[src/rtl/shift_right_seq.sv]
// ---------------------------------------------------------------------------
// shift_right_seq
//
// Multi-cycle 32-bit right shifter (logical or arithmetic). It resolves one
// shift-amount bit per cycle, LSB first, through five log-shifter stages, and
// uses valid/ready handshakes on both sides.
//
// Ports
//   clk        in   rising-edge clock
//   rst        in   synchronous active-high reset
//   in_valid   in   request valid
//   in_ready   out  request can be accepted (state IDLE)
//   data_in    in   32-bit operand
//   shamt      in   5-bit shift amount
//   arith      in   1 = sign fill, 0 = zero fill
//   out_valid  out  result valid (state DONE)
//   out_ready  in   consumer accepts result
//   data_out   out  shifted result, held until the next result replaces it
//   busy       out  request in flight (SHIFT or DONE)
// ---------------------------------------------------------------------------
module shift_right_seq (
  input  logic        clk,
  input  logic        rst,
  input  logic        in_valid,
  output logic        in_ready,
  input  logic [31:0] data_in,
  input  logic [4:0]  shamt,
  input  logic        arith,
  output logic        out_valid,
  input  logic        out_ready,
  output logic [31:0] data_out,
  output logic        busy
);

  typedef enum logic [1:0] {
    S_IDLE  = 2'd0,
    S_SHIFT = 2'd1,
    S_DONE  = 2'd2
  } state_t;

  state_t      r_state;
  logic [31:0] r_w;         // working operand, shifted in place
  logic [4:0]  r_a;         // latched shift amount
  logic        r_f;         // fill bit, taken from the operand sign at accept
  logic [2:0]  r_k;         // current stage, 0..4
  logic [31:0] r_data_out;  // result register, survives the output handshake

  // Candidate result of every stage: stage gi shifts by 2**gi, filling with r_f.
  logic [31:0] w_stage [5];

  generate
    for (genvar gi = 0; gi < 5; gi++) begin : g_stage
      localparam int SH = 1 << gi;
      assign w_stage[gi] = {{SH{r_f}}, r_w[31:SH]};
    end
  endgenerate

  // Apply the stage selected by r_k only when its shift-amount bit is set.
  logic [31:0] w_step;

  always_comb begin
    w_step = r_w;
    case (r_k)
      3'd0:    if (r_a[0]) w_step = w_stage[0];
      3'd1:    if (r_a[1]) w_step = w_stage[1];
      3'd2:    if (r_a[2]) w_step = w_stage[2];
      3'd3:    if (r_a[3]) w_step = w_stage[3];
      3'd4:    if (r_a[4]) w_step = w_stage[4];
      default: w_step = r_w;
    endcase
  end

  always_ff @(posedge clk) begin
    if (rst) begin
      r_state    <= S_IDLE;
      r_w        <= '0;
      r_a        <= '0;
      r_f        <= 1'b0;
      r_k        <= '0;
      r_data_out <= '0;
    end else begin
      case (r_state)
        S_IDLE: begin
          if (in_valid) begin
            r_w     <= data_in;
            r_a     <= shamt;
            r_f     <= arith & data_in[31];
            r_k     <= '0;
            r_state <= S_SHIFT;
          end
        end
        S_SHIFT: begin
          // All five stages always run, so latency does not depend on shamt.
          r_w <= w_step;
          r_k <= r_k + 3'd1;
          if (r_k == 3'd4) begin
            r_data_out <= w_step;
            r_state    <= S_DONE;
          end
        end
        S_DONE: begin
          if (out_ready) begin
            r_state <= S_IDLE;
          end
        end
        default: r_state <= S_IDLE;
      endcase
    end
  end

  // Handshake outputs are pure decodes of the state register, so out_valid
  // never depends combinationally on out_ready.
  assign in_ready  = (r_state == S_IDLE);
  assign busy      = (r_state != S_IDLE);
  assign out_valid = (r_state == S_DONE);
  assign data_out  = r_data_out;

endmodule

[config.mk]
export PLATFORM = sky130hd
export DESIGN_NAME = shift_right_seq
export DESIGN_NICKNAME = d
export VERILOG_FILES = /design/src/rtl/shift_right_seq.sv
export SDC_FILE = /design/constraint.sdc
export NUM_CORES = 1
export LEC_CHECK = 0
export ABC_CLOCK_PERIOD_IN_PS = 2690
export CORE_UTILIZATION = 40
export CTS_BUF_LIST = sky130_fd_sc_hd__clkbuf_16
export CTS_CLUSTER_DIAMETER = 50
export CTS_CLUSTER_SIZE = 12
export DETAILED_ROUTE_END_ITERATION = 10
export HOLD_SLACK_MARGIN = 0.02
export PLACE_DENSITY = 0.66
export SYNTH_ARGS = -nofsm -noshare
export SYNTH_HDL_FRONTEND = slang
export SYNTH_SLANG_ARGS = --single-unit
[constraint.sdc]
create_clock -name clk -period 2.69 [get_ports clk]
set_input_delay 0.6725 -clock clk [delete_from_list [all_inputs] [get_ports clk]]
set_output_delay 0.6725 -clock clk [all_outputs]
set_load 0.01 [all_outputs]
After elaboration in Yosys (flattened, before gate mapping)
Index checks and enable logic that the tools add are counted.

cells by class
  $add $sub $neg = 1
  $mul = 0
  divide/modulo/power cells = 0
  magnitude comparators = 0
  eq/ne operators = 9
  shift-type cells = 0
  muxes and demuxes = 14
  bitwise gates (word level) = 1
  reductions and logical operators = 8

operators with widths
  kind                                                   count
  2-to-1 mux 32 bit                                      6
  one-hot mux 32 bit (5 select lines)                    1
  one-hot mux 32 bit (2 select lines)                    1
  equality test 3 x 2 -> 1 bit, second input constant    2
  2-to-1 mux 2 bit                                       3
  one-hot mux 2 bit (3 select lines)                     1
  one-hot mux 3 bit (2 select lines)                     1
  AND reduction 2 bit                                    3
  inequality test 2 bit, second input constant           2
  nonzero test 2 bit                                     2
  adder 3 x 1 -> 3 bit, second input constant            1
  equality test 3 x 1 -> 1 bit, second input constant    1
  equality test 3 bit, second input constant             1
  zero test 3 bit                                        1
  2-to-1 mux 3 bit                                       1
  AND reduction 3 bit                                    1
  equality test 2 x 1 -> 1 bit, second input constant    1
  equality test 2 bit, second input constant             1
  zero test 2 bit                                        1
  inequality test 2 x 1 -> 1 bit, second input constant  1
  AND 1 bit                                              1

storage, ports and cells
  flip-flop bits (word level) = 75
  latch bits = 0
  RAM bits = 0
  ROM bits = 0
  bits of input ports = 42
  output and inout bits = 35
  logic and storage cells = 39
  memories = 0

Logic depth before layout (Yosys ltp)
  word-level depth = 3
  mapped depth = 10
  mapped depth without buffers = 7

Worst setup path before layout
No wires, ideal clock.

  kind = register to register
  start point = register r_k[2]
  end point = register r_w[28]
  library setup time = 132 ps
  arrival time = 2085 ps
  data required time = 2558 ps
  setup slack = 472 ps
  cell stages (with the launch flop) = 10
  path buffers = 3
  period minus slack after synthesis = 2218 ps
  path through = dfxtp_1 -> clkbuf_1 -> inv_1 -> ha_1 -> clkinv_1 -> buf_2 -> buf_1 -> o22ai_1 -> nor4_1 -> o32ai_1

between the ends
  word-level cells in the longest chain between the ends = 3
  elaborated cells between the ends (all ways) = 7
  classes of those cells = eq/ne: 4; mux: 2; reduce/logical: 1

RTL lines
  element                                            line  RTL
  start: declaration                                 45    logic [2:0] r_k;
  start signal: assignment                           95    r_k <= r_k + 3'd1;
  equality test 3 bit, or another cell as far along  63    case (r_k)
  one-hot mux 32 bit (5 select lines) (*)            63
  one-hot mux 32 bit (2 select lines) (*)            82    case (r_state)
  end signal: assignment                             85    r_w <= data_in;
  end signal: assignment                             94    r_w <= w_step;
  end: declaration                                   42    logic [31:0] r_w;

Every way passes the cells marked *; elsewhere a longest branch is shown, timed or not.
A chain may end at the register's enable or synchronous reset.

Worst setup path after layout
  start point = register r_k[0]
  end point = register r_w[28]

The elaborated chain is that of the path after synthesis.

==> results.cfg <==
[status]
status = complete, no violations

[clocking]
clk_latency_ns = 0.35
htreeDepth = 3
cts_setup_buffers = 0
cts.sinks = 75
numCtsBuffers = 9
cts_resized = 0
cts_max_path_buffers = 2
hold_buffers = 0
path_clk_slew_ns = 0.06
cts_tree = built
clockRootBuffer = clkbuf_16

[timing]
whs_ns = 0.4598
finalHoldViolations = 0
rsz0062_at_grt = no
setup_tns_ns = 0
max_freq_mhz = 391.8
clock_skew_ns = 0.007345
tightestPinTransition_ns = 0.9556
drv_slew = 0
post-route-period-util_pct = 94.87
worst_slack_ns = 0.1379
setup_viol = 0
min_period_ns = 2.552
slew-limit-headroom_pct = 36.21

[drt]
ant_nets = 0
dr.pass1.iters = 5
wl_per_cell_um = 20.15
totalWireLength_um = 18640
dr_total_vias = 5644
drc = 0
avgViaCountPerCell = 6.102
drt_iter0_drc = 509

[synthesis]
synthDistinctLibCells = 48
syn_area_um2 = 5614
yosys_warnings = 0
synthCells = 712
seq_area_frac_synth_pct = 26.74
synth_seq_cells = 75
syn-num-nets = 759
synth_ff_type = dfxtp_1
synth_edf_count = 0
async_flop_share_pct = 0
avgSynthCellArea_um2 = 7.885

[floorplanning]
die_w_um = 120.5
fp-row-count = 42
pin_count = 77
start_util_pct = 41.73
coreArea_um2 = 13450
die_y_um = 120.5
dieArea_um2 = 14510

[cells_and_area]
finalInstanceArea_um2 = 6859
nets = 792
drive_gt1_share_pct = 9.613
regArea_um2 = 1501
multi_input_area_um2 = 3632
num_antenna_cells = 0
fill_cells = 1288
syn2layout_area_growth_pct = 22.18

[setup_path]
worstSetupEndpointType = flop
crit_fanout = 13
worstReg2RegStart = r_k[0]
critPathRequiredTime_ns = 2.90
cp-startpoint = r_k[0]
arrival_ns = 2.76
worst_setup_path_start_kind = flop
path_class = flop to flop

[min_path]
hp-start = data_out[24]
hp-class = flop to flop

[job]
drv_cap = 0

[placed_design]
dpl.hpwl_um = 12920
place.gp.congestion = 0.9281
post-place-ws_ns = 0.2575
portBuffers = 76
dpl_cell_area_um2 = 6529

[global_route]
grt_start_max_net_pins = 43
grt_antenna_before_repair = 0
grt_pass1_wl_um = 30390
overflow = 0
grt_usage_pct = 26.63
grt_pass1_vias = 5685

[power_and_ir_drop]
p_per_area_nw_per_um2 = 509.8
finalPower_mw = 3.496
power_leakage_nw = 2.251
ir_worst_vdd_mv = 0.2939
-- Yosys cell counts, types with 6 or more instances --
| cell | instances | area, um^2 |
|---|---|---|
| a211oi_1 | 26 | 195.2 |
| a21oi_1 | 35 | 175.2 |
| a31oi_1 | 18 | 112.6 |
| and3_1 | 9 | 56.30 |
| buf_1 | 6 | 22.52 |
| buf_2 | 21 | 105.1 |
| buf_4 | 10 | 75.07 |
| clkbuf_1 | 54 | 202.7 |
| dfxtp_1 | 75 | 1501 |
| inv_1 | 12 | 45.04 |
| mux2_2 | 12 | 135.1 |
| mux2i_1 | 118 | 1181 |
| nand2_1 | 45 | 168.9 |
| nand2b_1 | 12 | 75.07 |
| nand3_1 | 19 | 95.09 |
| nor2_1 | 78 | 292.8 |
| nor2b_1 | 7 | 43.79 |
| nor3_1 | 8 | 40.04 |
| o211ai_1 | 11 | 82.58 |
| o21a_1 | 6 | 45.04 |
| o21ai_0 | 10 | 50.05 |
| o221ai_1 | 10 | 87.58 |
| o22ai_1 | 49 | 306.5 |
| o2bb2ai_1 | 6 | 52.55 |
| or3_1 | 7 | 43.79 |
| or4_1 | 7 | 52.55 |
-- where the power goes --
group	leakage [nW]	internal, mW	switching, mW
combinational	1.48	0.376	0.420
clock	0.157	0.894	0.469
sequential	0.611	1.16	0.173
-- worst paths after layout --
check | endpoint | slack (ns) | cells past startpoint
min reg2reg | data_out[24] | 0.46 | 2
min | data_out[24] | 0.46 | 2
max | r_w[28] | 0.14 | 8
max reg2reg | r_w[28] | 0.14 | 8
-- stage by stage --
stage | util (%) | instances
after CTS | 50.99 | 925
after global placement | 48.53 | 910
after detailed placement | 48.53 | 910
after global routing | 50.99 | 925
after floorplan | - | 712
final | 50.99 | 925
-- layout make-up --
cell class | instances | area share, %
Tap cell | 176 | 3.211
Inverter | 13 | 0.7114
Clock buffer | 9 | 3.283
Sequential cell | 75 | 21.89
Clock inverter | 6 | 1.532
Multi-Input combinational cell | 529 | 52.96
Timing Repair Buffer | 117 | 16.42
-- registers in the layout, indices dropped and copies added, names as in the netlist --
name / cells
r_a: 5
r_f: 1
data_out: 32
r_w: 32
r_k: 3
r_state: 2
-- logic make-up after synthesis --
group | count (synthesis) | synth area share [%]
AO/OA/AOI/OAI | 189 | 22.73
adder cells (fa/ha/maj) | 5 | 1.114
buffers and inverters | 108 | 8.781
flip-flops | 75 | 26.74
AND/OR/NAND/NOR | 205 | 17.18
multiplexers | 130 | 23.45
-- critical path, stage by stage, from the launching register on --
cell	delay, ns
dfxtp_1	0.41
inv_1	0.10
ha_1	0.29
nand2b_1	0.38
buf_4	0.31
o22ai_1	0.13
nor4_1	0.49
buf_4	0.23
o32ai_1	0.08
-- cell usage in the layout (no fill, tap or decap), types with 18 or more instances in the layout --
cell type | netlist | routed
a21oi_1 | 35 | 35
mux2i_1 | 118 | 118
buf_4 | 10 | 36
a211oi_1 | 26 | 26
o22ai_1 | 49 | 49
nor2_1 | 78 | 77
a31oi_1 | 18 | 18
dfxtp_1 | 75 | 75
clkdlybuf4s50_1 | 0 | 75
nand2_1 | 45 | 45
nand3_1 | 19 | 19
-- per-layer routing --
layer / vias up / wire length, um / global-route usage, %
li1: 2684 / - / -
met4: 0 / 401 / 12.27
met2: 262 / 8547 / 41.38
met5: - / 0 / 0
met1: 2662 / 8209 / 35.41
met3: 36 / 1478 / 5.236
(Power assumes the default switching activity.)
